--- config.mk ---
export PLATFORM = sky130hd
export DESIGN_NAME = regfile_wb_arbiter
export DESIGN_NICKNAME = d
export VERILOG_FILES = /design/src/rtl/rf_pkg.sv /design/src/rtl/rf_scoreboard.sv /design/src/rtl/regfile_wb_arbiter.sv
export SDC_FILE = /design/constraint.sdc
export NUM_CORES = 1
export LEC_CHECK = 0
export CORE_MARGIN = 3
export CORE_UTILIZATION = 40
export CTS_BUF_LIST = sky130_fd_sc_hd__clkbuf_8
export DETAILED_ROUTE_END_ITERATION = 8
export PLACE_DENSITY = 0.95
export SKIP_CTS_REPAIR_TIMING = 1
export SLEW_MARGIN = 20
export SYNTH_ARGS = -nofsm -noshare
export SYNTH_HDL_FRONTEND = slang
export SYNTH_SLANG_ARGS = --single-unit
--- constraint.sdc ---
create_clock -name Clk -period 4.5 [get_ports Clk]
set_clock_uncertainty 0.2 [all_clocks]
set_input_delay 0.45 -clock Clk [delete_from_list [all_inputs] [get_ports Clk]]
set_output_delay 0.45 -clock Clk [all_outputs]
set_load 0.01 [all_outputs]
--- src/rtl/rf_pkg.sv ---
// Shared register-file definitions: data width, register count, index type
// and the write-port grant encoding used by the writeback arbiter.
package rf_pkg;

  localparam int RF_XLEN         = 64;
  localparam int RF_NREG         = 32;
  localparam int RF_AW           = $clog2(RF_NREG);
  localparam int RF_STARVE_LIMIT = 4;

  typedef logic [RF_AW-1:0] reg_idx_t;

  typedef enum logic {
    GRANT_PIPE = 1'b0,
    GRANT_MC   = 1'b1
  } grant_e;

  // True when an index names a real architectural register (not x0).
  function automatic logic idx_live(input logic [RF_AW-1:0] idx);
    return (idx != {RF_AW{1'b0}});
  endfunction

endpackage

--- src/rtl/rf_scoreboard.sv ---
// Busy-register scoreboard: one bit per register owned by an in-flight
// long-latency op, issue-to-busy error flag and three-port decode lookup.
module rf_scoreboard
  import rf_pkg::*;
#(
  parameter int NREG = RF_NREG,
  parameter int AW   = $clog2(NREG)
) (
  input  logic            Clk,
  input  logic            Reset,
  input  logic            i_set_valid,
  input  logic [AW-1:0]   i_set_rd,
  input  logic            i_clr_valid,
  input  logic [AW-1:0]   i_clr_rd,
  input  logic            i_id_valid,
  input  logic [AW-1:0]   i_id_rs1,
  input  logic [AW-1:0]   i_id_rs2,
  input  logic [AW-1:0]   i_id_rd,
  output logic [NREG-1:0] o_busy,
  output logic            o_sb_error,
  output logic            o_hazard
);

  logic [NREG-1:0] r_busy;
  logic            r_sb_error;
  logic [NREG-1:0] w_set_vec;
  logic [NREG-1:0] w_clr_vec;
  logic [NREG-1:0] w_busy_nxt;
  logic            w_err_evt;
  logic            w_rs1_busy;
  logic            w_rs2_busy;
  logic            w_rd_busy;

  // Decode set/clear requests into one-hot vectors; x0 never participates.
  always_comb begin
    w_set_vec = {NREG{1'b0}};
    w_clr_vec = {NREG{1'b0}};
    if (i_set_valid && (i_set_rd != {AW{1'b0}})) begin
      w_set_vec[i_set_rd] = 1'b1;
    end else begin
      w_set_vec = {NREG{1'b0}};
    end
    if (i_clr_valid && (i_clr_rd != {AW{1'b0}})) begin
      w_clr_vec[i_clr_rd] = 1'b1;
    end else begin
      w_clr_vec = {NREG{1'b0}};
    end
  end

  // Set is applied after clear so a same-register set/clear leaves the bit set;
  // issuing to a register that stays busy (no same-cycle clear) is an error.
  always_comb begin
    w_busy_nxt = (r_busy & ~w_clr_vec) | w_set_vec;
    w_err_evt  = |(w_set_vec & r_busy & ~w_clr_vec);
  end

  // Scoreboard state and sticky error flag.
  always_ff @(posedge Clk) begin
    if (Reset) begin
      r_busy     <= {NREG{1'b0}};
      r_sb_error <= 1'b0;
    end else begin
      r_busy     <= w_busy_nxt;
      r_sb_error <= r_sb_error | w_err_evt;
    end
  end

  // Decode lookup against registered state only: no bypass of this cycle's clear.
  always_comb begin
    w_rs1_busy = (i_id_rs1 != {AW{1'b0}}) & r_busy[i_id_rs1];
    w_rs2_busy = (i_id_rs2 != {AW{1'b0}}) & r_busy[i_id_rs2];
    w_rd_busy  = (i_id_rd  != {AW{1'b0}}) & r_busy[i_id_rd];
    o_hazard   = i_id_valid & (w_rs1_busy | w_rs2_busy | w_rd_busy);
  end

  assign o_busy     = r_busy;
  assign o_sb_error = r_sb_error;

endmodule

--- src/rtl/regfile_wb_arbiter.sv ---
// Register-file write-port arbiter between the in-order writeback stage and
// one long-latency unit, with a starvation bound for the long-latency side
// and a busy-register scoreboard that stalls decode on RAW/WAW hazards.
module regfile_wb_arbiter
  import rf_pkg::*;
#(
  parameter int XLEN         = RF_XLEN,
  parameter int NREG         = RF_NREG,
  parameter int STARVE_LIMIT = RF_STARVE_LIMIT,
  parameter int AW           = $clog2(NREG)
) (
  input  logic            Clk,
  input  logic            Reset,
  input  logic            pipe_wb_valid,
  input  logic [AW-1:0]   pipe_wb_rd,
  input  logic [XLEN-1:0] pipe_wb_data,
  output logic            pipe_hold,
  input  logic            mc_issue_valid,
  input  logic [AW-1:0]   mc_issue_rd,
  input  logic            mc_wb_valid,
  input  logic [AW-1:0]   mc_wb_rd,
  input  logic [XLEN-1:0] mc_wb_data,
  output logic            mc_wb_ready,
  input  logic            id_valid,
  input  logic [AW-1:0]   id_rs1,
  input  logic [AW-1:0]   id_rs2,
  input  logic [AW-1:0]   id_rd,
  output logic            hazard_stall,
  output logic            rf_write_en,
  output logic [AW-1:0]   rf_rd,
  output logic [XLEN-1:0] rf_write_data,
  output logic [NREG-1:0] busy_mask,
  output logic            sb_error
);

  localparam int SW = $clog2(STARVE_LIMIT + 1);

  logic [SW-1:0]   r_starve_cnt;
  logic            w_pipe_req;
  logic            w_starved;
  grant_e          w_grant;
  logic            w_mc_accept;
  logic [NREG-1:0] w_busy;
  logic            w_sb_error;
  logic            w_hazard;

  // Grant selection: mc wins when the pipeline has no real write, or when mc
  // has already waited the full starvation budget.
  always_comb begin
    w_pipe_req = pipe_wb_valid & (pipe_wb_rd != {AW{1'b0}});
    w_starved  = (r_starve_cnt == SW'(STARVE_LIMIT));
    if (mc_wb_valid && (!w_pipe_req || w_starved)) begin
      w_grant = GRANT_MC;
    end else begin
      w_grant = GRANT_PIPE;
    end
    w_mc_accept = (w_grant == GRANT_MC) & ~Reset;
  end

  // Write-port mux and handshake outputs; everything is held at 0 in Reset.
  always_comb begin
    rf_write_en   = 1'b0;
    rf_rd         = {AW{1'b0}};
    rf_write_data = {XLEN{1'b0}};
    mc_wb_ready   = 1'b0;
    pipe_hold     = 1'b0;
    if (Reset) begin
      rf_write_en   = 1'b0;
      rf_rd         = {AW{1'b0}};
      rf_write_data = {XLEN{1'b0}};
      mc_wb_ready   = 1'b0;
      pipe_hold     = 1'b0;
    end else begin
      case (w_grant)
        GRANT_MC: begin
          rf_write_en   = (mc_wb_rd != {AW{1'b0}});
          rf_rd         = mc_wb_rd;
          rf_write_data = mc_wb_data;
          mc_wb_ready   = 1'b1;
          pipe_hold     = w_pipe_req;
        end
        GRANT_PIPE: begin
          rf_write_en   = w_pipe_req;
          rf_rd         = pipe_wb_rd;
          rf_write_data = pipe_wb_data;
          mc_wb_ready   = 1'b0;
          pipe_hold     = 1'b0;
        end
        default: begin
          rf_write_en   = 1'b0;
          rf_rd         = {AW{1'b0}};
          rf_write_data = {XLEN{1'b0}};
          mc_wb_ready   = 1'b0;
          pipe_hold     = 1'b0;
        end
      endcase
    end
  end

  // Count consecutive cycles a pending mc result is refused, saturating at the limit.
  always_ff @(posedge Clk) begin
    if (Reset) begin
      r_starve_cnt <= {SW{1'b0}};
    end else if (!mc_wb_valid || (w_grant == GRANT_MC)) begin
      r_starve_cnt <= {SW{1'b0}};
    end else if (!w_starved) begin
      r_starve_cnt <= r_starve_cnt + SW'(1);
    end else begin
      r_starve_cnt <= r_starve_cnt;
    end
  end

  rf_scoreboard #(
    .NREG (NREG),
    .AW   (AW)
  ) u_scoreboard (
    .Clk         (Clk),
    .Reset       (Reset),
    .i_set_valid (mc_issue_valid),
    .i_set_rd    (mc_issue_rd),
    .i_clr_valid (w_mc_accept),
    .i_clr_rd    (mc_wb_rd),
    .i_id_valid  (id_valid),
    .i_id_rs1    (id_rs1),
    .i_id_rs2    (id_rs2),
    .i_id_rd     (id_rd),
    .o_busy      (w_busy),
    .o_sb_error  (w_sb_error),
    .o_hazard    (w_hazard)
  );

  // Scoreboard-derived outputs are forced to 0 while Reset is asserted.
  always_comb begin
    if (Reset) begin
      busy_mask    = {NREG{1'b0}};
      sb_error     = 1'b0;
      hazard_stall = 1'b0;
    end else begin
      busy_mask    = w_busy;
      sb_error     = w_sb_error;
      hazard_stall = w_hazard;
    end
  end

endmodule

==> flow_summary.html, run 1 <==
<table>
<tr><th>Metric</th><th>Value</th></tr>
<tr><th colspan="2">Clock tree</th></tr>
<tr><td>Clock buffers created by TritonCTS</td><td>5</td></tr>
<tr><td>Number of levels the H-tree was split into</td><td>2</td></tr>
<tr><td># clock sinks</td><td>36</td></tr>
<tr><td>Clock tree from TritonCTS</td><td>yes</td></tr>
<tr><td>Largest buffer count on any clock path</td><td>2</td></tr>
<tr><td>Later-pin clock latency in the skew report</td><td>0.30 ns</td></tr>
<tr><td>Clock transition at the registers of the reported paths</td><td>0.07 ns</td></tr>
<tr><td>Cell at the root of the clock tree</td><td>sky130_fd_sc_hd__clkbuf_8</td></tr>
<tr><th colspan="2">Power and ir drop</th></tr>
<tr><td>Total design power</td><td>1.11 mW</td></tr>
<tr><td>Standby leakage power</td><td>2.41 nW</td></tr>
<tr><td>Power density over the cells</td><td>163 nW/µm²</td></tr>
<tr><td>Worst VDD drop</td><td>107 µV</td></tr>
<tr><th colspan="2">Worst hold path</th></tr>
<tr><td>Worst Hold Path EP</td><td>r_starve_cnt[0]$_SDFFE_PP0N_</td></tr>
<tr><td>Type of the worst min-delay path</td><td>register to register</td></tr>
<tr><td>Beginning of the worst hold path</td><td>r_starve_cnt[0]$_SDFFE_PP0N_</td></tr>
<tr><td>Cells on Worst Hold Path</td><td>1</td></tr>
<tr><th colspan="2">Yosys</th></tr>
<tr><td>Top area cells in the synthesized netlist</td><td>sky130_fd_sc_hd__dfxtp_1 (18%), sky130_fd_sc_hd__nand2_1 (18%), sky130_fd_sc_hd__mux4_2 (15%), sky130_fd_sc_hd__a21oi_1 (12%), sky130_fd_sc_hd__nor2b_1 (5.9%)</td></tr>
<tr><td>Number of synthesized register bits</td><td>36</td></tr>
<tr><td>Async set-reset flop share out of synthesis</td><td>0</td></tr>
<tr><td>Dominant synthesized flop cell</td><td>sky130_fd_sc_hd__dfxtp_1</td></tr>
<tr><td>Post-synthesis net count</td><td>745</td></tr>
<tr><td>Post-Synthesis Cell Area</td><td>3930 µm²</td></tr>
<tr><td>Synthesis warning total</td><td>0</td></tr>
<tr><td>Number of enable-type register cells in the synthesized netlist</td><td>0</td></tr>
<tr><td>Synth top area share</td><td>0.183</td></tr>
<tr><td>Cell variety after synth</td><td>49</td></tr>
<tr><td>Gate count of the mapped netlist</td><td>579</td></tr>
<tr><td>Average size of a mapped cell</td><td>6.79 µm²</td></tr>
<tr><td>Sequential cell area fraction in the yosys report</td><td>0.183</td></tr>
<tr><td>Cell type with the highest aggregate area in the netlist</td><td>sky130_fd_sc_hd__dfxtp_1</td></tr>
<tr><th colspan="2">Routing</th></tr>
<tr><td>TritonRoute pass-1 iters</td><td>5</td></tr>
<tr><td>Post-detailed-route via-to-cell ratio</td><td>5.97</td></tr>
<tr><td>Overall via count from detail_route</td><td>5640</td></tr>
<tr><td>Wire length reported by the detailed router</td><td>21900 µm</td></tr>
<tr><td>Count of antenna-violating nets left after detailed routing</td><td>0</td></tr>
<tr><td>Detailed-route DRC error count</td><td>0</td></tr>
<tr><td>Initial DRC count</td><td>640</td></tr>
<tr><td>Average wire length per cell after detail routing</td><td>23.2 µm</td></tr>
<tr><th colspan="2">Flow run</th></tr>
<tr><td># Max-Cap Violations</td><td>0</td></tr>
<tr><th colspan="2">Worst setup path</th></tr>
<tr><td>Crit path required time</td><td>3.85 ns</td></tr>
<tr><td>Launching point of the worst reg2reg path</td><td>r_starve_cnt[1]$_SDFFE_PP0N_</td></tr>
<tr><td>FF-to-FF End</td><td>u_scoreboard.o_sb_error$_SDFF_PP0_</td></tr>
<tr><td>Capturing element type of the critical path</td><td>primary output</td></tr>
<tr><td>Cell count of the worst reg-to-reg path</td><td>10</td></tr>
<tr><td>Reg2Reg Setup Slack</td><td>1.71 ns</td></tr>
<tr><td>Critical-path maximum fanout</td><td>22</td></tr>
<tr><td>Setup Crit Path Kind</td><td>input pin to primary output</td></tr>
<tr><td>Critical path data arrival time</td><td>3.68 ns</td></tr>
<tr><td>Launching element type of the critical path</td><td>input pin</td></tr>
<tr><th colspan="2">Timing</th></tr>
<tr><td>Worst-case headroom to the max-slew limit</td><td>0.431</td></tr>
<tr><td>Sum of negative setup slack</td><td>0 ns</td></tr>
<tr><td>Setup repair after global routing missed its margin</td><td>false</td></tr>
<tr><td>Final count of hold timing violations</td><td>0</td></tr>
<tr><td>Final max-slew violation count</td><td>0</td></tr>
<tr><td>Smallest hold slack</td><td>0.273 ns</td></tr>
<tr><td>Final worst-path cycle share</td><td>0.962</td></tr>
<tr><td>Worst setup slack after layout</td><td>0.172 ns</td></tr>
<tr><td>Final setup fails</td><td>0</td></tr>
<tr><td>Post-layout min period</td><td>4.33 ns</td></tr>
<tr><td>Max Freq</td><td>231 MHz</td></tr>
<tr><td>Pin slew with the least headroom to its limit</td><td>0.854 ns</td></tr>
<tr><th colspan="2">Floorplanning</th></tr>
<tr><td>Io pins</td><td>270</td></tr>
<tr><td>Placement Rows</td><td>35</td></tr>
<tr><td>Initial core utilization</td><td>0.417</td></tr>
<tr><td>Die outline area</td><td>11100 µm²</td></tr>
<tr><td>Core area</td><td>9420 µm²</td></tr>
<tr><td>Vertical extent of the die</td><td>105 µm</td></tr>
<tr><td>Chip width</td><td>105 µm</td></tr>
<tr><th colspan="2">Finish</th></tr>
<tr><td>Area taken by flip-flops and latches</td><td>721 µm²</td></tr>
<tr><td>Area delta synth-&gt;final</td><td>72.4%</td></tr>
<tr><td>Ratio of cells with drive above 1 in the final layout</td><td>0.0748</td></tr>
<tr><td>Final-layout fill cell count</td><td>761</td></tr>
<tr><td>Area of the multi-input gates</td><td>3000 µm²</td></tr>
<tr><td>Post-route design area</td><td>6780 µm²</td></tr>
<tr><td>Count of inserted antenna diode cells</td><td>0</td></tr>
<tr><td>Number of nets in the layout</td><td>981</td></tr>
<tr><th colspan="2">GRT</th></tr>
<tr><td>Largest net degree at the start of global routing</td><td>87</td></tr>
<tr><td>GRT Residual Overflow</td><td>0</td></tr>
<tr><td>Vias in the first global route</td><td>5261</td></tr>
<tr><td>Wire length of the first global-routing pass</td><td>31600 µm</td></tr>
<tr><td>Antenna violations before repair</td><td>1</td></tr>
<tr><td>All-Layer GR Usage</td><td>0.374</td></tr>
<tr><th colspan="2">Outcome</th></tr>
<tr><td>Result of the run</td><td>completed</td></tr>
<tr><th colspan="2">Placement</th></tr>
<tr><td>Count of input and output buffers</td><td>269</td></tr>
<tr><td>Instance area at placement</td><td>6670 µm²</td></tr>
<tr><td>Pre-CTS worst setup slack</td><td>0.277 ns</td></tr>
<tr><td>Final weighted congestion in routability-driven placement</td><td>1.14</td></tr>
<tr><td>Total half-perimeter wirelength after legalization and detailed placement</td><td>17200 µm</td></tr>
</table>
final cells by class:
class                   instances  share of cell area
multi-input cells             488               0.443
well taps                     129              0.0238
inverters                       6             0.00332
repair buffers                278               0.407
clock buffers                   5              0.0102
clock inverters                 3             0.00628
flip-flops and latches         36               0.106
per-stage QoR:
step / std cells / utilization
after floorplan: 579 / -
after detailed placement: 937 / 0.708
after CTS: 945 / 0.720
after global routing: 945 / 0.720
after global placement: 937 / 0.708
final: 945 / 0.720
flip-flops by register name (all words and copies together) (netlist names):
signal	count
u_scoreboard.o_busy	32
r_starve_cnt	3
u_scoreboard.o_sb_error	1
synth_stat cells, types with 5 or more instances:
cell type                  instances
sky130_fd_sc_hd__nor3_1            5
sky130_fd_sc_hd__inv_1             6
sky130_fd_sc_hd__o22ai_1           5
sky130_fd_sc_hd__o31ai_1           7
sky130_fd_sc_hd__and3_1            8
sky130_fd_sc_hd__nor2_1           14
sky130_fd_sc_hd__nand3_1           8
sky130_fd_sc_hd__nand2b_1          6
sky130_fd_sc_hd__mux4_2           27
sky130_fd_sc_hd__nand2_1         185
sky130_fd_sc_hd__nor2b_1          37
sky130_fd_sc_hd__o41ai_1           5
sky130_fd_sc_hd__o21ai_0          22
sky130_fd_sc_hd__a21oi_1          97
sky130_fd_sc_hd__dfxtp_1          36
sky130_fd_sc_hd__clkbuf_1         46
power breakdown:
part | switching (mW) | total [mW] | internal [mW]
Combinational | 0.222 | 0.477 | 0.255
Sequential | 0.00762 | 0.330 | 0.322
Clock | 0.135 | 0.299 | 0.164
Total | 0.365 | 1.11 | 0.742
routing by layer:
layer / global-route usage / routed length [µm]
met5: 0 / 7
met4: 0.0937 / 492
met3: 0.159 / 3110
met1: 0.496 / 8780
met2: 0.560 / 9530
worst max-delay path: stages:
cell                              delay [ns]
sky130_fd_sc_hd__clkdlybuf4s50_1        0.48
sky130_fd_sc_hd__or4_4                  0.58
sky130_fd_sc_hd__o211ai_1               0.21
sky130_fd_sc_hd__and2_2                 0.40
sky130_fd_sc_hd__buf_4                  0.35
sky130_fd_sc_hd__nand2_1                0.09
sky130_fd_sc_hd__a21oi_1                0.46
sky130_fd_sc_hd__clkdlybuf4s50_1        0.65
cells in the final DEF (no fill, tap or decap), types with 3 or more instances in the layout:
cell type                         instances
sky130_fd_sc_hd__a21oi_1                 97
sky130_fd_sc_hd__a22oi_1                  4
sky130_fd_sc_hd__and3_1                   8
sky130_fd_sc_hd__buf_4                   10
sky130_fd_sc_hd__clkbuf_8                 5
sky130_fd_sc_hd__clkdlybuf4s50_1        268
sky130_fd_sc_hd__dfxtp_1                 36
sky130_fd_sc_hd__inv_1                    6
sky130_fd_sc_hd__mux2_2                   3
sky130_fd_sc_hd__mux2i_1                  4
sky130_fd_sc_hd__mux4_2                  27
sky130_fd_sc_hd__nand2_1                184
sky130_fd_sc_hd__nand2b_1                 6
sky130_fd_sc_hd__nand3_1                  8
sky130_fd_sc_hd__nand3b_1                 4
sky130_fd_sc_hd__nor2_1                  14
sky130_fd_sc_hd__nor2b_1                 37
sky130_fd_sc_hd__nor3_1                   5
sky130_fd_sc_hd__o2111ai_1                3
sky130_fd_sc_hd__o211ai_1                 4
sky130_fd_sc_hd__o21ai_0                 22
sky130_fd_sc_hd__o22ai_1                  5
sky130_fd_sc_hd__o31ai_1                  7
sky130_fd_sc_hd__o41ai_1                  5
sky130_fd_sc_hd__or2_2                    3
how the worst max path moves through the flow:
stage                        from                end  cells past startpoint
detailed placement  pipe_wb_rd[3]  rf_write_data[40]                      8
global placement    pipe_wb_rd[3]  rf_write_data[40]                      8
floorplan           pipe_wb_rd[3]           rf_rd[3]                      8
global route        pipe_wb_rd[3]  rf_write_data[40]                      8
finish              pipe_wb_rd[3]  rf_write_data[40]                      8
CTS                 pipe_wb_rd[3]  rf_write_data[40]                      8
logic make-up after synthesis:
logic type / after synthesis / share of synthesized area
buffers and inverters: 55 / 0.0535
AND/OR/NAND/NOR: 285 / 0.329
multiplexers: 34 / 0.174
adder cells (fa/ha/maj): 2 / 0.00637
flip-flops: 36 / 0.183
XOR/XNOR: 1 / 0.00223
AO/OA/AOI/OAI: 166 / 0.252
Power figures use the tool's default switching activity.
==> run 2, diff against run 1 <==
--- a/config.mk
+++ b/config.mk
@@ -6,10 +6,9 @@
 export NUM_CORES = 1
 export LEC_CHECK = 0
 export CORE_MARGIN = 3
-export CORE_UTILIZATION = 40
-export CTS_BUF_LIST = sky130_fd_sc_hd__clkbuf_8
+export CORE_UTILIZATION = 39
 export DETAILED_ROUTE_END_ITERATION = 8
-export PLACE_DENSITY = 0.95
+export PLACE_DENSITY = 0.93
 export SKIP_CTS_REPAIR_TIMING = 1
 export SLEW_MARGIN = 20
 export SYNTH_ARGS = -nofsm -noshare
==> run 2 against run 1 <==
Net effect:
- sequential power about the same
- clock-buffer cell count unchanged
- final area increased by 0.26%
- critical path depth unchanged
- global-route usage decreased by 5.3 points
- critical endpoint is now rf_write_data[61]
- largest cell class unchanged
- largest power group unchanged
- highest routed layer is now met4
==> flow_summary.html, run 2 (synthesis gave the netlist of run 1 again) <==
<table>
<tr><th>Metric</th><th>Value</th></tr>
<tr><th colspan="2">Routing</th></tr>
<tr><td>Post-detailed-route via-to-cell ratio</td><td>5.75 (-3.7%)</td></tr>
<tr><td>Overall via count from detail_route</td><td>5454 (-3.3%)</td></tr>
<tr><td>Initial DRC count</td><td>609 (-4.8%)</td></tr>
<tr><td>TritonRoute pass-1 iters</td><td>5 (unchanged)</td></tr>
<tr><td>Average wire length per cell after detail routing</td><td>20.3 µm (-13%)</td></tr>
<tr><td>Count of antenna-violating nets left after detailed routing</td><td>0 (unchanged)</td></tr>
<tr><td>Wire length reported by the detailed router</td><td>19300 µm (-12%)</td></tr>
<tr><td>Detailed-route DRC error count</td><td>0 (unchanged)</td></tr>
<tr><th colspan="2">Clock tree</th></tr>
<tr><td>Clock tree from TritonCTS</td><td>yes</td></tr>
<tr><td>Later-pin clock latency in the skew report</td><td>0.30 ns (about the same)</td></tr>
<tr><td>Number of levels the H-tree was split into</td><td>2 (unchanged)</td></tr>
<tr><td>Largest buffer count on any clock path</td><td>2 (unchanged)</td></tr>
<tr><td>Clock transition at the registers of the reported paths</td><td>0.08 ns (about the same)</td></tr>
<tr><td>Clock buffers created by TritonCTS</td><td>5 (unchanged)</td></tr>
<tr><td>Cell at the root of the clock tree</td><td>sky130_fd_sc_hd__clkbuf_8</td></tr>
<tr><td># clock sinks</td><td>36 (unchanged)</td></tr>
<tr><th colspan="2">Placement</th></tr>
<tr><td>Instance area at placement</td><td>6680 µm² (+0.26%)</td></tr>
<tr><td>Final weighted congestion in routability-driven placement</td><td>0.951 (-16%)</td></tr>
<tr><td>Total half-perimeter wirelength after legalization and detailed placement</td><td>15100 µm (-12%)</td></tr>
<tr><td>Count of input and output buffers</td><td>269 (unchanged)</td></tr>
<tr><td>Pre-CTS worst setup slack</td><td>0.414 ns (+0.137 ns)</td></tr>
<tr><th colspan="2">Worst setup path</th></tr>
<tr><td>Setup Crit Path Kind</td><td>input pin to primary output</td></tr>
<tr><td>Capturing element type of the critical path</td><td>primary output</td></tr>
<tr><td>Cells traversed along the worst timing path</td><td>clkdlybuf4s50_1 &gt; or4_4 &gt; o211ai_1 &gt; and2_2 &gt; buf_12 &gt; nand2_1 &gt; a21oi_1 &gt; clkdlybuf4s50_1</td></tr>
<tr><td>Most frequent cell on the critical path</td><td>sky130_fd_sc_hd__clkdlybuf4s50_1</td></tr>
<tr><td>Library cell contributing the largest single delay on the critical path</td><td>sky130_fd_sc_hd__clkdlybuf4s50_1</td></tr>
<tr><td>Critical-path maximum fanout</td><td>29 (+32%)</td></tr>
<tr><td>Launching element type of the critical path</td><td>input pin</td></tr>
<tr><td>Slowest cell delay on critical path</td><td>0.62 ns (-0.03 ns)</td></tr>
<tr><td>Critical path data arrival time</td><td>3.43 ns (-0.25 ns)</td></tr>
<tr><td>Crit path required time</td><td>3.85 ns (about the same)</td></tr>
<tr><th colspan="2">Finish</th></tr>
<tr><td>Post-route design area</td><td>6790 µm² (+0.26%)</td></tr>
<tr><td>Share of the core filled with cells</td><td>0.695 (-0.0246)</td></tr>
<tr><td>Area taken by flip-flops and latches</td><td>721 µm² (unchanged)</td></tr>
<tr><td>Most frequent standard cell in the layout excluding fill and tap cells</td><td>sky130_fd_sc_hd__clkdlybuf4s50_1</td></tr>
<tr><td>Number of nets in the layout</td><td>981 (unchanged)</td></tr>
<tr><td>Leading cell types in the layout, fill and taps excluded</td><td>sky130_fd_sc_hd__clkdlybuf4s50_1 (268), sky130_fd_sc_hd__nand2_1 (184), sky130_fd_sc_hd__a21oi_1 (97), sky130_fd_sc_hd__nor2b_1 (37), sky130_fd_sc_hd__dfxtp_1 (36)</td></tr>
<tr><td>Area of the multi-input gates</td><td>3000 µm² (unchanged)</td></tr>
<tr><td>Count of inserted antenna diode cells</td><td>0 (unchanged)</td></tr>
<tr><td>Final-layout fill cell count</td><td>803 (+5.5%)</td></tr>
<tr><td>Area delta synth-&gt;final</td><td>72.9%</td></tr>
<tr><td>Flip-flop count of the largest register, all copies and words added</td><td>32 (unchanged)</td></tr>
<tr><td>Ratio of cells with drive above 1 in the final layout</td><td>0.0748 (unchanged)</td></tr>
<tr><th colspan="2">GRT</th></tr>
<tr><td>All-Layer GR Usage</td><td>0.321 (-0.0534)</td></tr>
<tr><td>Vias in the first global route</td><td>5154 (-2.0%)</td></tr>
<tr><td>Largest net degree at the start of global routing</td><td>79 (-9.2%)</td></tr>
<tr><td>Wire length of the first global-routing pass</td><td>28400 µm (-10%)</td></tr>
<tr><td>Antenna violations before repair</td><td>0 (-1)</td></tr>
<tr><td>GRT Residual Overflow</td><td>0 (unchanged)</td></tr>
<tr><th colspan="2">Flow run</th></tr>
<tr><td># Max-Cap Violations</td><td>0 (unchanged)</td></tr>
<tr><th colspan="2">Power and ir drop</th></tr>
<tr><td>Power density over the cells</td><td>160 nW/µm² (-1.9%)</td></tr>
<tr><td>Standby leakage power</td><td>2.41 nW (+0.17%)</td></tr>
<tr><td>Worst VDD drop</td><td>128 µV (+20%)</td></tr>
<tr><th colspan="2">Timing</th></tr>
<tr><td>Smallest hold slack</td><td>0.267 ns (-0.00646 ns)</td></tr>
<tr><td>Worst setup slack after layout</td><td>0.417 ns (+0.245 ns)</td></tr>
<tr><td>Sum of negative setup slack</td><td>0 ns (unchanged)</td></tr>
<tr><td>Pin slew with the least headroom to its limit</td><td>0.838 ns (-0.0161 ns)</td></tr>
<tr><td>Final count of hold timing violations</td><td>0 (unchanged)</td></tr>
<tr><td>Worst-case headroom to the max-slew limit</td><td>0.439 (+0.00869)</td></tr>
<tr><td>Setup repair after global routing missed its margin</td><td>false</td></tr>
<tr><td>Post-layout min period</td><td>4.08 ns (-0.245 ns)</td></tr>
<tr><td>Max Freq</td><td>245 MHz (+6.0%)</td></tr>
<tr><td>Final max-slew violation count</td><td>0 (unchanged)</td></tr>
<tr><td>Final worst-path cycle share</td><td>0.907 (-0.0544)</td></tr>
<tr><td>Final setup fails</td><td>0 (unchanged)</td></tr>
<tr><th colspan="2">Floorplanning</th></tr>
<tr><td>Io pins</td><td>270 (unchanged)</td></tr>
<tr><td>Core area</td><td>9770 µm² (+3.8%)</td></tr>
<tr><td>Chip width</td><td>106 µm (+1.2%)</td></tr>
<tr><td>Placement Rows</td><td>36 (+2.9%)</td></tr>
<tr><td>Die outline area</td><td>11300 µm² (+2.4%)</td></tr>
<tr><td>Initial core utilization</td><td>0.402 (-0.0153)</td></tr>
<tr><td>Vertical extent of the die</td><td>106 µm (+1.2%)</td></tr>
<tr><th colspan="2">Outcome</th></tr>
<tr><td>Result of the run</td><td>completed</td></tr>
<tr><th colspan="2">Worst hold path</th></tr>
<tr><td>Type of the worst min-delay path</td><td>register to register</td></tr>
</table>
## run 2: worst max-delay path: cells and delay by family
family	cells	cell delay, ns
buffers and inverters	3	1.28
AND/OR/NAND/NOR	3	1.19
AO/OA/AOI/OAI	2	0.51
## run 2: final timing paths
kind,start,end,slack [ns],cells after the start
worst max register to register,r_starve_cnt[0]$_SDFFE_PP0N_,u_scoreboard.o_sb_error$_SDFF_PP0_,1.68,10
worst max-delay path,pipe_wb_rd[3],rf_write_data[61],0.42,8
worst min-delay path,u_scoreboard.o_busy[0]$_SDFF_PP0_,u_scoreboard.o_busy[0]$_SDFF_PP0_,0.27,1
worst min register to register,u_scoreboard.o_busy[0]$_SDFF_PP0_,u_scoreboard.o_busy[0]$_SDFF_PP0_,0.27,1
## run 2: area by class of cell
| cell class | instances | share of cell area |
|---|---|---|
| clock buffer | 5 | 0.0101 |
| clock inverter | 3 | 0.00626 |
| inverter | 6 | 0.00331 |
| multi-input combinational | 488 | 0.442 |
| sequential | 36 | 0.106 |
| tap | 133 | 0.0245 |
| timing repair buffer | 278 | 0.408 |
## run 2: where the power goes
group / leakage (nW) / switching [mW] / internal, mW
combinational: 2.07 / 0.204 / 0.257
clock: 0.0541 / 0.135 / 0.164
sequential: 0.291 / 0.00705 / 0.322
total: 2.41 / 0.345 / 0.743
## run 2: stage by stage
step                instances  total power [mW]
global route              949              1.13
global placement          941             0.786
detailed placement        941             0.792
CTS                       949              1.08
finish                    949              1.09
floorplan                 579             0.508
## run 2: metal layers
metal	up-vias	track usage	wire length [µm]
met5	-	0	0
met4	0	0.105	578
met3	46	0.0947	2440
met2	403	0.527	9010
met1	2478	0.402	7220
li1	2527	-	-
==> run 3, diff against run 2 <==
--- a/config.mk
+++ b/config.mk
@@ -6,9 +6,9 @@
 export NUM_CORES = 1
 export LEC_CHECK = 0
 export CORE_MARGIN = 3
-export CORE_UTILIZATION = 39
+export CORE_UTILIZATION = 25
 export DETAILED_ROUTE_END_ITERATION = 8
-export PLACE_DENSITY = 0.93
+export PLACE_DENSITY = 0.65
 export SKIP_CTS_REPAIR_TIMING = 1
 export SLEW_MARGIN = 20
 export SYNTH_ARGS = -nofsm -noshare
==> run 3 against run 2 <==
Net effect:
- largest cell class unchanged
- final area is 1.7% higher
- final cell count increased by 8.0%
- largest power group unchanged
- first-iteration DRC count fell by 15%
- clock-buffer cell count did not move
- critical endpoint is now rf_write_data[19]
- sequential power about the same
- register-to-register slack gained 0.19 ns
- fmax rose by 6.9%
==> flow_summary.html, run 3 (synthesis gave the netlist of run 1 again) <==
<table>
<tr><th>Metric</th><th>Value</th></tr>
<tr><th colspan="2">Outcome</th></tr>
<tr><td>Result of the run</td><td>completed</td></tr>
<tr><th colspan="2">Clock tree</th></tr>
<tr><td>Clock transition at the registers of the reported paths</td><td>0.06 ns (-0.02 ns)</td></tr>
<tr><td>Later-pin clock latency in the skew report</td><td>0.28 ns (-0.02 ns)</td></tr>
<tr><td>Clock buffers created by TritonCTS</td><td>5 (unchanged)</td></tr>
<tr><td>Number of levels the H-tree was split into</td><td>2 (unchanged)</td></tr>
<tr><td>Cell at the root of the clock tree</td><td>sky130_fd_sc_hd__clkbuf_16</td></tr>
<tr><td># clock sinks</td><td>36 (unchanged)</td></tr>
<tr><td>Largest buffer count on any clock path</td><td>2 (unchanged)</td></tr>
<tr><td>Clock tree from TritonCTS</td><td>yes</td></tr>
<tr><th colspan="2">Timing</th></tr>
<tr><td>Setup repair after global routing missed its margin</td><td>false</td></tr>
<tr><td>Final setup fails</td><td>0 (unchanged)</td></tr>
<tr><td>Sum of negative setup slack</td><td>0 ns (unchanged)</td></tr>
<tr><td>Worst-case headroom to the max-slew limit</td><td>0.470 (+0.0304)</td></tr>
<tr><td>Max Freq</td><td>262 MHz (+6.9%)</td></tr>
<tr><td>Final count of hold timing violations</td><td>0 (unchanged)</td></tr>
<tr><td>Final max-slew violation count</td><td>0 (unchanged)</td></tr>
<tr><td>Pin slew with the least headroom to its limit</td><td>0.793 ns (-0.0455 ns)</td></tr>
<tr><td>Post-layout min period</td><td>3.82 ns (-0.265 ns)</td></tr>
<tr><td>Final worst-path cycle share</td><td>0.848 (-0.0589)</td></tr>
<tr><th colspan="2">Power and ir drop</th></tr>
<tr><td>Internal portion of total power</td><td>0.782 mW (+5.3%)</td></tr>
<tr><td>Total design power</td><td>1.13 mW (+4.0%)</td></tr>
<tr><td>Power density over the cells</td><td>164 nW/µm² (+2.2%)</td></tr>
<tr><td>Standby leakage power</td><td>2.42 nW (+0.37%)</td></tr>
<tr><td>Proportion of power drawn by flip-flops and latches</td><td>0.292 (-0.011)</td></tr>
<tr><td>Switching Fraction</td><td>0.309 (-0.00863)</td></tr>
<tr><td>Power share of the clock group</td><td>0.306 (+0.032)</td></tr>
<tr><td>Combinational group share of total power</td><td>0.402 (-0.021)</td></tr>
<tr><td>Worst VDD drop</td><td>165 µV (+28%)</td></tr>
<tr><td>Switching power total</td><td>0.349 mW (+1.1%)</td></tr>
<tr><th colspan="2">Worst setup path</th></tr>
<tr><td>Library cell contributing the largest single delay on the critical path</td><td>sky130_fd_sc_hd__clkdlybuf4s50_1</td></tr>
<tr><td>Slowest cell delay on critical path</td><td>0.57 ns (-0.05 ns)</td></tr>
<tr><td>Launching element type of the critical path</td><td>input pin</td></tr>
<tr><td>Kind of cell with the highest combined delay on the critical path</td><td>buffers and inverters</td></tr>
<tr><td>Cells traversed along the worst timing path</td><td>clkdlybuf4s50_1 &gt; or4_4 &gt; o211ai_1 &gt; and2_2 &gt; buf_4 &gt; nand2_1 &gt; a21oi_1 &gt; clkdlybuf4s50_1</td></tr>
<tr><td>Critical path data arrival time</td><td>3.17 ns (-0.26 ns)</td></tr>
<tr><td>Launching point of the worst reg2reg path</td><td>r_starve_cnt[0]$_SDFFE_PP0N_</td></tr>
<tr><td>Crit path required time</td><td>3.85 ns (about the same)</td></tr>
<tr><td>Most frequent cell on the critical path</td><td>sky130_fd_sc_hd__clkdlybuf4s50_1</td></tr>
<tr><td>Number of buffer and inverter stages on the critical path</td><td>3 (unchanged)</td></tr>
<tr><td>Critical-path maximum fanout</td><td>24 (-17%)</td></tr>
<tr><td>Worst setup path startpoint</td><td>pipe_wb_rd[3]</td></tr>
<tr><td>Setup Crit Path Kind</td><td>input pin to primary output</td></tr>
<tr><td>Capturing element type of the critical path</td><td>primary output</td></tr>
<tr><th colspan="2">Worst hold path</th></tr>
<tr><td>Beginning of the worst hold path</td><td>u_scoreboard.o_busy[0]$_SDFF_PP0_</td></tr>
<tr><td>Type of the worst min-delay path</td><td>register to register</td></tr>
<tr><th colspan="2">Floorplanning</th></tr>
<tr><td>Placement Rows</td><td>45 (+25%)</td></tr>
<tr><td>Core area</td><td>15300 µm² (+57%)</td></tr>
<tr><td>Io pins</td><td>270 (unchanged)</td></tr>
<tr><td>Chip width</td><td>131 µm (+23%)</td></tr>
<tr><td>Vertical extent of the die</td><td>131 µm (+23%)</td></tr>
<tr><td>Initial core utilization</td><td>0.257 (-0.145)</td></tr>
<tr><td>Die outline area</td><td>17300 µm² (+53%)</td></tr>
<tr><th colspan="2">Routing</th></tr>
<tr><td>Initial DRC count</td><td>519 (-15%)</td></tr>
<tr><td>Post-detailed-route via-to-cell ratio</td><td>5.13 (-11%)</td></tr>
<tr><td>Overall via count from detail_route</td><td>5258 (-3.6%)</td></tr>
<tr><td>Average wire length per cell after detail routing</td><td>19.1 µm (-5.8%)</td></tr>
<tr><td>Wire length reported by the detailed router</td><td>19600 µm (+1.8%)</td></tr>
<tr><td>TritonRoute pass-1 iters</td><td>5 (unchanged)</td></tr>
<tr><td>Detailed-route DRC error count</td><td>0 (unchanged)</td></tr>
<tr><td>Count of antenna-violating nets left after detailed routing</td><td>0 (unchanged)</td></tr>
<tr><th colspan="2">GRT</th></tr>
<tr><td>All-Layer GR Usage</td><td>0.218 (-0.103)</td></tr>
<tr><td>Antenna violations before repair</td><td>0 (unchanged)</td></tr>
<tr><td>Wire length of the first global-routing pass</td><td>30200 µm (+6.2%)</td></tr>
<tr><td>Largest net degree at the start of global routing</td><td>71 (-10%)</td></tr>
<tr><td>Vias in the first global route</td><td>5114 (-0.78%)</td></tr>
<tr><td>GRT Residual Overflow</td><td>0 (unchanged)</td></tr>
<tr><th colspan="2">Finish</th></tr>
<tr><td>Leading cell types in the layout, fill and taps excluded</td><td>sky130_fd_sc_hd__clkdlybuf4s50_1 (268), sky130_fd_sc_hd__nand2_1 (184), sky130_fd_sc_hd__a21oi_1 (97), sky130_fd_sc_hd__nor2b_1 (37), sky130_fd_sc_hd__dfxtp_1 (36)</td></tr>
<tr><td>Number of nets in the layout</td><td>979 (-0.20%)</td></tr>
<tr><td>Ratio of cells with drive above 1 in the final layout</td><td>0.0725 (-0.00227)</td></tr>
<tr><td>Area delta synth-&gt;final</td><td>75.8%</td></tr>
<tr><td>Count of inserted antenna diode cells</td><td>0 (unchanged)</td></tr>
<tr><td>Flip-flop count of the largest register, all copies and words added</td><td>32 (unchanged)</td></tr>
<tr><td>Most frequent standard cell in the layout excluding fill and tap cells</td><td>sky130_fd_sc_hd__clkdlybuf4s50_1</td></tr>
<tr><th colspan="2">Placement</th></tr>
<tr><td>Count of input and output buffers</td><td>269 (unchanged)</td></tr>
<tr><td>Total half-perimeter wirelength after legalization and detailed placement</td><td>15500 µm (+2.5%)</td></tr>
<tr><td>Final weighted congestion in routability-driven placement</td><td>0.896 (-5.8%)</td></tr>
<tr><th colspan="2">Flow run</th></tr>
<tr><td># Max-Cap Violations</td><td>0 (unchanged)</td></tr>
</table>
run 3: final cells by class:
class	instances	area, µm²
clock buffer	5	125
inverter	6	22.5
sequential	36	721
timing repair buffer	276	2760
tap	211	264
clock inverter	3	18.8
fill	1582	8410
multi-input combinational	488	3000
run 3: worst register-to-register path: cells and delay by family, from the launching register on:
kind / cells / cell delay [ns]
AOI/OAI and AO/OA: 4 / 0.86
adders and majority gates: 1 / 0.16
buffers and inverters: 2 / 0.29
DFF: 1 / 0.33
and+or+nand+nor: 3 / 0.67
run 3: through the flow:
| stage | worst slack (ns) | instances | hold WS (ns) | cell area [µm²] | util |
|---|---|---|---|---|---|
| floorplan | 1.59 | 579 | 0.230 | 3930 | - |
| global placement | 0.728 | 1017 | 0.249 | 6770 | 0.442 |
| detailed placement | 0.693 | 1017 | 0.254 | 6770 | 0.442 |
| CTS | 0.682 | 1025 | 0.267 | 6910 | 0.451 |
| global route | 0.474 | 1025 | 0.285 | 6910 | 0.451 |
| finish | 0.682 | 1025 | 0.262 | 6910 | 0.451 |
run 3: power by group through the flow:
stage	logic, mW	clock network [mW]	registers (mW)
after floorplan	0.175	0	0.333
after global placement	0.454	0	0.337
after detailed placement	0.453	0	0.337
after CTS	0.455	0.351	0.330
after global routing	0.490	0.366	0.330
final	0.455	0.347	0.330
run 3: worst paths after layout:
| path | end | depth (start not counted) | slack, ns |
|---|---|---|---|
| max | rf_write_data[19] | 8 | 0.68 |
| min | u_scoreboard.o_busy[0]$_SDFF_PP0_ | 1 | 0.26 |
| max reg2reg | u_scoreboard.o_sb_error$_SDFF_PP0_ | 10 | 1.87 |
| min reg2reg | u_scoreboard.o_busy[0]$_SDFF_PP0_ | 1 | 0.26 |
run 3: layer usage:
layer | GRT usage | routed length, µm | part of all wire | up-vias
li1 | - | - | - | 2534
met1 | 0.279 | 8140 | 0.42 | 2444
met2 | 0.374 | 9580 | 0.49 | 251
met3 | 0.0459 | 1460 | 0.074 | 29
met4 | 0.0554 | 427 | 0.022 | 0
met5 | 0 | 0 | 0 | -
